### config.mk
export PLATFORM = sky130hd
export DESIGN_NAME = pixel_burst_writer
export DESIGN_NICKNAME = d
export VERILOG_FILES = /design/src/rtl/pixel_burst_writer.sv
export SDC_FILE = /design/constraint.sdc
export NUM_CORES = 1
export LEC_CHECK = 0
export ABC_AREA = 0
export BUFFER_PORTS_ARGS = -buffer_cell sky130_fd_sc_hd__buf_4
export CAP_MARGIN = 20
export CORE_ASPECT_RATIO = 1.5
export CORE_MARGIN = 3
export CORE_UTILIZATION = 67
export DETAILED_ROUTE_END_ITERATION = 10
export HOLD_SLACK_MARGIN = 0.03
export PLACE_DENSITY = 0.8
export SLEW_MARGIN = 10
export SYNTH_ARGS = -nofsm -noshare
export SYNTH_HDL_FRONTEND = slang
export SYNTH_SLANG_ARGS = --single-unit
### constraint.sdc
create_clock -name clkin -period 7.4 [get_ports clkin]
set_input_delay 0 -clock clkin [delete_from_list [all_inputs] [get_ports clkin]]
set_output_delay 0 -clock clkin [all_outputs]
set_load 0.02 [all_outputs]
### src/rtl/pixel_burst_writer.sv
// Pulls 24-bit pixels from a pull-style source into a burst buffer and writes
// each full buffer to the memory bus as a fixed-length burst of 32-bit words.
module pixel_burst_writer #(
    parameter int unsigned         ROW       = 1024,
    parameter int unsigned         COL       = 1280,
    parameter int unsigned         BURST_LEN = 64,
    parameter int unsigned         ADDR_W    = 32,
    parameter logic [ADDR_W-1:0]   BASE_ADDR = '0
) (
    input  logic              clkin,
    input  logic              rst_n,
    input  logic              en,
    input  logic [23:0]       din,
    output logic              din_rd,
    input  logic              value,
    output logic              m_req,
    output logic [ADDR_W-1:0] m_addr,
    output logic [7:0]        m_len,
    input  logic              m_gnt,
    output logic [31:0]       m_data,
    output logic              m_dvalid,
    input  logic              m_dready,
    output logic              m_last,
    output logic              frame_done
);

    localparam int unsigned       IDX_W     = $clog2(BURST_LEN);
    localparam int unsigned       FRAME_PIX = ROW * COL;
    localparam int unsigned       PIX_W     = $clog2(FRAME_PIX + 1);
    localparam logic [IDX_W-1:0]  IDX_LAST  = IDX_W'(BURST_LEN - 1);
    localparam logic [PIX_W-1:0]  PIX_STEP  = PIX_W'(BURST_LEN);
    localparam logic [PIX_W-1:0]  PIX_FRAME = PIX_W'(FRAME_PIX);
    localparam logic [ADDR_W-1:0] ADDR_STEP = ADDR_W'(BURST_LEN * 4);

    typedef enum logic [1:0] {IDLE, FILL, REQ, SEND} state_t;

    state_t             r_state;
    state_t             w_next;
    logic [23:0]        r_buf [BURST_LEN];
    logic [IDX_W-1:0]   r_wr_idx;
    logic [IDX_W-1:0]   r_rd_idx;
    logic [PIX_W-1:0]   r_pix_cnt;
    logic [ADDR_W-1:0]  r_addr;
    logic               r_frame_done;

    logic               w_accept;
    logic               w_beat;
    logic               w_fill_done;
    logic               w_last_beat;
    logic [PIX_W-1:0]   w_pix_sum;

    assign w_accept    = (r_state == FILL) && value;
    assign w_beat      = (r_state == SEND) && m_dready;
    assign w_fill_done = w_accept && (r_wr_idx == IDX_LAST);
    assign w_last_beat = w_beat && (r_rd_idx == IDX_LAST);
    assign w_pix_sum   = r_pix_cnt + PIX_STEP;

    always_ff @(posedge clkin) begin
        if (!rst_n) r_state <= IDLE;
        else        r_state <= w_next;
    end

    always_comb begin
        w_next = r_state;
        case (r_state)
            IDLE: if (en)          w_next = FILL;
            FILL: if (w_fill_done) w_next = REQ;
            REQ:  if (m_gnt)       w_next = SEND;
            SEND: if (w_last_beat) w_next = en ? FILL : IDLE;
            default:               w_next = IDLE;
        endcase
    end

    always_comb begin
        din_rd   = 1'b0;
        m_req    = 1'b0;
        m_dvalid = 1'b0;
        m_last   = 1'b0;
        m_data   = '0;
        case (r_state)
            FILL: din_rd = 1'b1;
            REQ:  m_req  = 1'b1;
            SEND: begin
                m_dvalid = 1'b1;
                m_data   = {8'h00, r_buf[r_rd_idx]};
                m_last   = (r_rd_idx == IDX_LAST);
            end
            default: ;
        endcase
    end

    assign m_addr     = r_addr;
    assign m_len      = 8'(BURST_LEN - 1);
    assign frame_done = r_frame_done;

    // Buffer contents need no reset: a reset forces a full refill before any read.
    always_ff @(posedge clkin) begin
        if (w_accept) r_buf[r_wr_idx] <= din;
    end

    always_ff @(posedge clkin) begin
        if (!rst_n) begin
            r_wr_idx     <= '0;
            r_rd_idx     <= '0;
            r_pix_cnt    <= '0;
            r_addr       <= BASE_ADDR;
            r_frame_done <= 1'b0;
        end else begin
            r_frame_done <= 1'b0;
            if (w_accept) r_wr_idx <= r_wr_idx + 1'b1;
            if ((r_state == REQ) && m_gnt) r_rd_idx <= '0;
            else if (w_beat) r_rd_idx <= r_rd_idx + 1'b1;
            if (w_last_beat) begin
                if (w_pix_sum == PIX_FRAME) begin
                    r_pix_cnt    <= '0;
                    r_addr       <= BASE_ADDR;
                    r_frame_done <= 1'b1;
                end else begin
                    r_pix_cnt    <= w_pix_sum;
                    r_addr       <= r_addr + ADDR_STEP;
                end
            end
        end
    end

endmodule

Word level (Yosys, flattened, before mapping)
Memories as Yosys holds them, arrays and structs flattened. A register that Yosys moved wholly into a read port is not among the register bits.
Cells that the tools add are included.
{ "word_totals": {"ff_bits": 68, "mem_bits_rw": 1536, "in_bits": 30, "output_inout_bits": 77, "elab_cells": 49, "memories": 1} }
{ "op_classes": {"addsub": 4, "n_eq_ne": 10, "muxes": 18, "bitwise": 1, "n_reduce_logical": 9} }
{ "memory_table": {"columns": ["memory", "words", "width", "read_ports", "rd_ports_with_merged_regs", "write_ports", "line", "source"], "rows": [
  ["r_buf", 64, 24, 1, 1, 1, "39", "logic [23:0] r_buf [BURST_LEN];"]
]} }
{ "ops": {"columns": ["cell", "count"], "rows": [
  ["$add A32 B9 Y32 const B", 1],
  ["$mux W32", 1],
  ["$mux W24", 1],
  ["$add A21 B7 Y21 const B", 1],
  ["$eq A21 B21 Y1 const B", 1],
  ["$mux W21", 1],
  ["$add A6 B1 Y6 const B", 2],
  ["$eq A6 B6 Y1 const B", 2],
  ["$mux W6", 2],
  ["$mux W1", 8],
  ["$mux W2", 4],
  ["$ne A2 B2 Y1 const B", 4],
  ["$pmux W2 S4", 1],
  ["$logic_and A1 B1 Y1", 5],
  ["$eq A2 B2 Y1 const B", 2],
  ["$reduce_and A4 Y1", 1],
  ["$eq A2 B1 Y1 const B", 1],
  ["$logic_not A2 Y1", 1],
  ["$reduce_and A2 Y1", 1],
  ["$reduce_or A2 Y1", 1],
  ["$not A1 Y1", 1]
]} }

Depth between registers and ports, before layout
{ "logic_depth": {"depth_word": 5, "ltp_mapped": 11} }

Worst setup path after synthesis
No wires, ideal clock.
{ "synth_path": {"path_type": "register -> register", "from": "register r_state[1]", "to": "memory r_buf[40][0] (enable)", "setup_ns": 0.467, "arrival_time_ns": 3.846, "path_slack_ns": 3.087, "path_stages_with_launch": 7, "period_less_slack_ns": 4.313, "path_cell_list": "dfxtp_1 -> inv_1 -> ha_1 -> and2_1 -> clkbuf_1 -> nand4b_1 -> nor4_1"} }
{ "synth_between": {"elab_chain_len": 4} }
{ "synth_lines": {"columns": ["item", "line", "source"], "rows": [
  ["start: declaration", "37", "state_t r_state;"],
  ["start signal: assignment", "60", "else r_state <= w_next;"],
  ["$eq A2 B1 Y1", "52", "assign w_accept = (r_state == FILL) && value;"],
  ["$logic_and A1 B1 Y1", "52", null],
  ["$mux W1", "98", "if (w_accept) r_buf[r_wr_idx] <= din;"],
  ["$mux W1 (implied by the code)", "98", null],
  ["end: declaration", "39", null]
]} }
Every way passes these cells.

==> results_dict.tcl <==
set metrics [dict create \
    status "finished, final reports clean" \
    start_util 0.679 \
    maxCapViolCount 0 \
    ys_types 53 \
    min_path_type "input pin to register" \
    drt_iter0_markers 4840 \
    start_kind "register" \
    finalHoldViolCount 0 \
    ys_seq_elements 1596 \
    coreArea_sq_mm 0.0907 \
    path_max_fanout 62 \
    fin_ws_ns 2.62 \
    num-fill-cells 4492 \
    vias 32100 \
    ant_nets 0 \
    cts_tree "yes" \
    met3_usage 0.0818 \
    timing.critical_path.to "m_data[12]" \
    crit_type "register to output pin" \
    r2r_end "r_state[0]" \
    dr.pass1.iters 6 \
    finalClockSkew_ns 0.0353 \
    cts_setup_buffers 0 \
    die_y_um 377 \
    grt_pass1_wl_um 237000 \
    finalCritPeriodShare 0.646 \
    power_density_mw_per_mm2 261 \
    fmax_ghz 0.209 \
    leakagePower_nw 20.8 \
    routed_via_density 7.44 \
    setup_viol 0 \
    path_cells "buf_4 -> or3_1 -> o22ai_1 -> a211oi_1 -> o21ai_1 -> nand2_1 -> buf_4" \
    clk_pin_slew_ns 0.07 \
    antenna_found_initial 3 \
    syn_avg_cell_area_sq_um 21.5 \
    gr-usage-met2 0.577 \
    drive_gt1_frac 0.269 \
    cts_buffer_depth 3 \
    syn_area_sq_mm 0.0615 \
    grt_use_met1 0.442 \
    cpMostUsedCell "buf_4" \
    io_buffers 82 \
    area_growth_pct 11.2 \
    overflow 0 \
    row_count 135 \
    crit_slowest_cell "dfxtp_4" \
    hold-worst-slack_ns 0.140 \
    critPathBufInv 2 \
    top_usage_layer "met2" \
    grt_max_degree 140 \
    rsz0062_at_grt "no" \
    clock_latency_ns 0.78 \
    placedCellCount 4039 \
    synth_top_area_share 0.749 \
    multi_input_area_sq_mm 0.0135 \
    crit_arrival_ns 4.78 \
    gp_congestion 0.904 \
    setup_tns_ns 0 \
    rr_worst_depth 10 \
    regArea_sq_mm 0.0473 \
    cts.htree.levels 4 \
    synth-seq-area-share 0.769 \
    required_ns 7.40 \
    crit_path_end_kind "output pin" \
    cp.depth 7 \
    grt_pass1_vias 32800 \
    synth_largest_area_cell "edfxtp_1" \
    dieArea_sq_mm 0.0956 \
    min_period_ns 4.78 \
    wl_per_cell_um 38.5 \
    ctsHoldBuffers 33 \
    syn_inst 2862 \
    io_pins 107 \
    cts_resized 0 \
    synth_area_leaders "edfxtp_1 75%, mux4_2 15%, dfxtp_1 2.0%" \
    yosys_warnings 0 \
    max-vdd-ir-drop_mv 0.266 \
    cts_root_buffer "clkbuf_16" \
    drc_errors 0 \
    instances_no_fill 4322 \
    reg2reg_slack_ns 3.51 \
    timing.rr.start "r_state[1]" \
    drv_slew 0 \
    nets 3088 \
    numClockSinks 1596 \
    pre_cts_slack_ns 3.57 \
    worst_pin_slew_ns 1.07 \
    slew-limit-headroom 0.285 \
    fp.dieW_um 253 \
    crit_family "compound AO/OA/AOI/OAI gates" \
    dp.final_hpwl_um 88100 \
    postRouteWirelength_um 166000 \
    async_reset_ff_frac 0 \
    synth_edf_count 1536 \
    track_usage 0.361 \
    synth_ff_type "edfxtp_1" \
    total_power_mw 17.9 \
    slowest_delay_ns 1.04 \
    cts_buffers 137 \
]
worst min-delay path, delay by kind of cell:
family | cells | cell delay, ns
buf+inv | 2 | 0.71
compound gates | 2 | 0.16
cells in the final DEF, fill, tap and decap left out, types with 7 or more instances in the layout:
cell type,Yosys,final
nand3_1,46,46
o221ai_1,15,15
nor3_1,16,12
conb_1,2,24
dlygate4sd3_1,0,33
clkinv_2,0,21
o21ai_1,21,21
xor2_1,29,29
clkinv_1,1,30
o22ai_1,61,61
buf_4,47,159
nand4_1,15,15
o21ai_0,20,20
clkbuf_16,0,143
inv_1,8,8
nor2b_1,8,7
xnor2_1,18,18
nand2b_1,9,8
bufinv_16,0,12
nor2_2,0,56
dfxtp_1,60,56
a21oi_1,33,33
mux2i_1,67,67
a211oi_1,23,23
nand2_1,90,90
mux4_2,405,405
nor2_1,135,75
edfxtp_1,1536,1536
and4_1,7,7
ha_1,10,10
clkbuf_1,55,25
cells by family after synthesis:
logic type | synth area share
adders and majority gates | 0.00203
and+or+nand+nor | 0.0266
DFF | 0.769
buffers and inverters | 0.0163
xor gates and xnor gates | 0.00669
AOI/OAI and AO/OA | 0.0195
other | 0.000122
muxes | 0.160
metal layers:
layer,wire [um],part of all wire
met1,51400,0.31
met3,17800,0.11
met4,14500,0.087
met2,82500,0.50
met5,0,0
per-stage QoR:
step / area, sq um / util
after global placement: 63600 / 0.702
final: 68400 / 0.754
after global routing: 68400 / 0.754
after floorplan: 61600 / -
after detailed placement: 63600 / 0.702
after CTS: 68400 / 0.754
worst min-delay path by stage:
stage	from	end	slack [ns]	cells past startpoint
after CTS	m_gnt	r_rd_idx[0]	0.18	5
final	rst_n	r_pix_cnt[7]	0.14	4
after global placement	rst_n	r_pix_cnt[11]	0.28	2
after global routing	rst_n	r_pix_cnt[7]	0.13	4
after floorplan	din[0]	r_buf[0][0]	0.1	0
after detailed placement	rst_n	r_pix_cnt[11]	0.29	2
power by group:
group	leakage, nW	internal (mW)	switching, mW
Combinational	4.31	0.266	0.472
Clock	2.17	4.00	3.19
Sequential	14.3	9.93	0.0344
Total	20.8	14.2	3.70
Yosys cell counts (18+ instances only):
cell type / number
mux4_2: 405
clkbuf_1: 55
o22ai_1: 61
nand2_1: 90
edfxtp_1: 1536
a211oi_1: 23
mux2i_1: 67
a21oi_1: 33
xor2_1: 29
o21ai_1: 21
buf_2: 46
dfxtp_1: 60
nand3_1: 46
nor2_1: 135
buf_4: 47
xnor2_1: 18
o21ai_0: 20
flip-flops by register name (all words and copies together) (netlist names), named ones only:
signal,cells
r_rd_idx,6
r_state,2
r_pix_cnt,15
frame_done,1
r_buf,1536
m_addr,24
r_wr_idx,6
final cells by class:
type                       count  area share
tap                         1164      0.0213
antenna                        1   0.0000366
multi-input combinational   1105       0.197
timing repair buffer         199      0.0242
sequential                  1596       0.692
clock inverter                77      0.0106
clock buffer                 171      0.0543
inverter                       9    0.000494
Power figures use the tool's default switching activity.
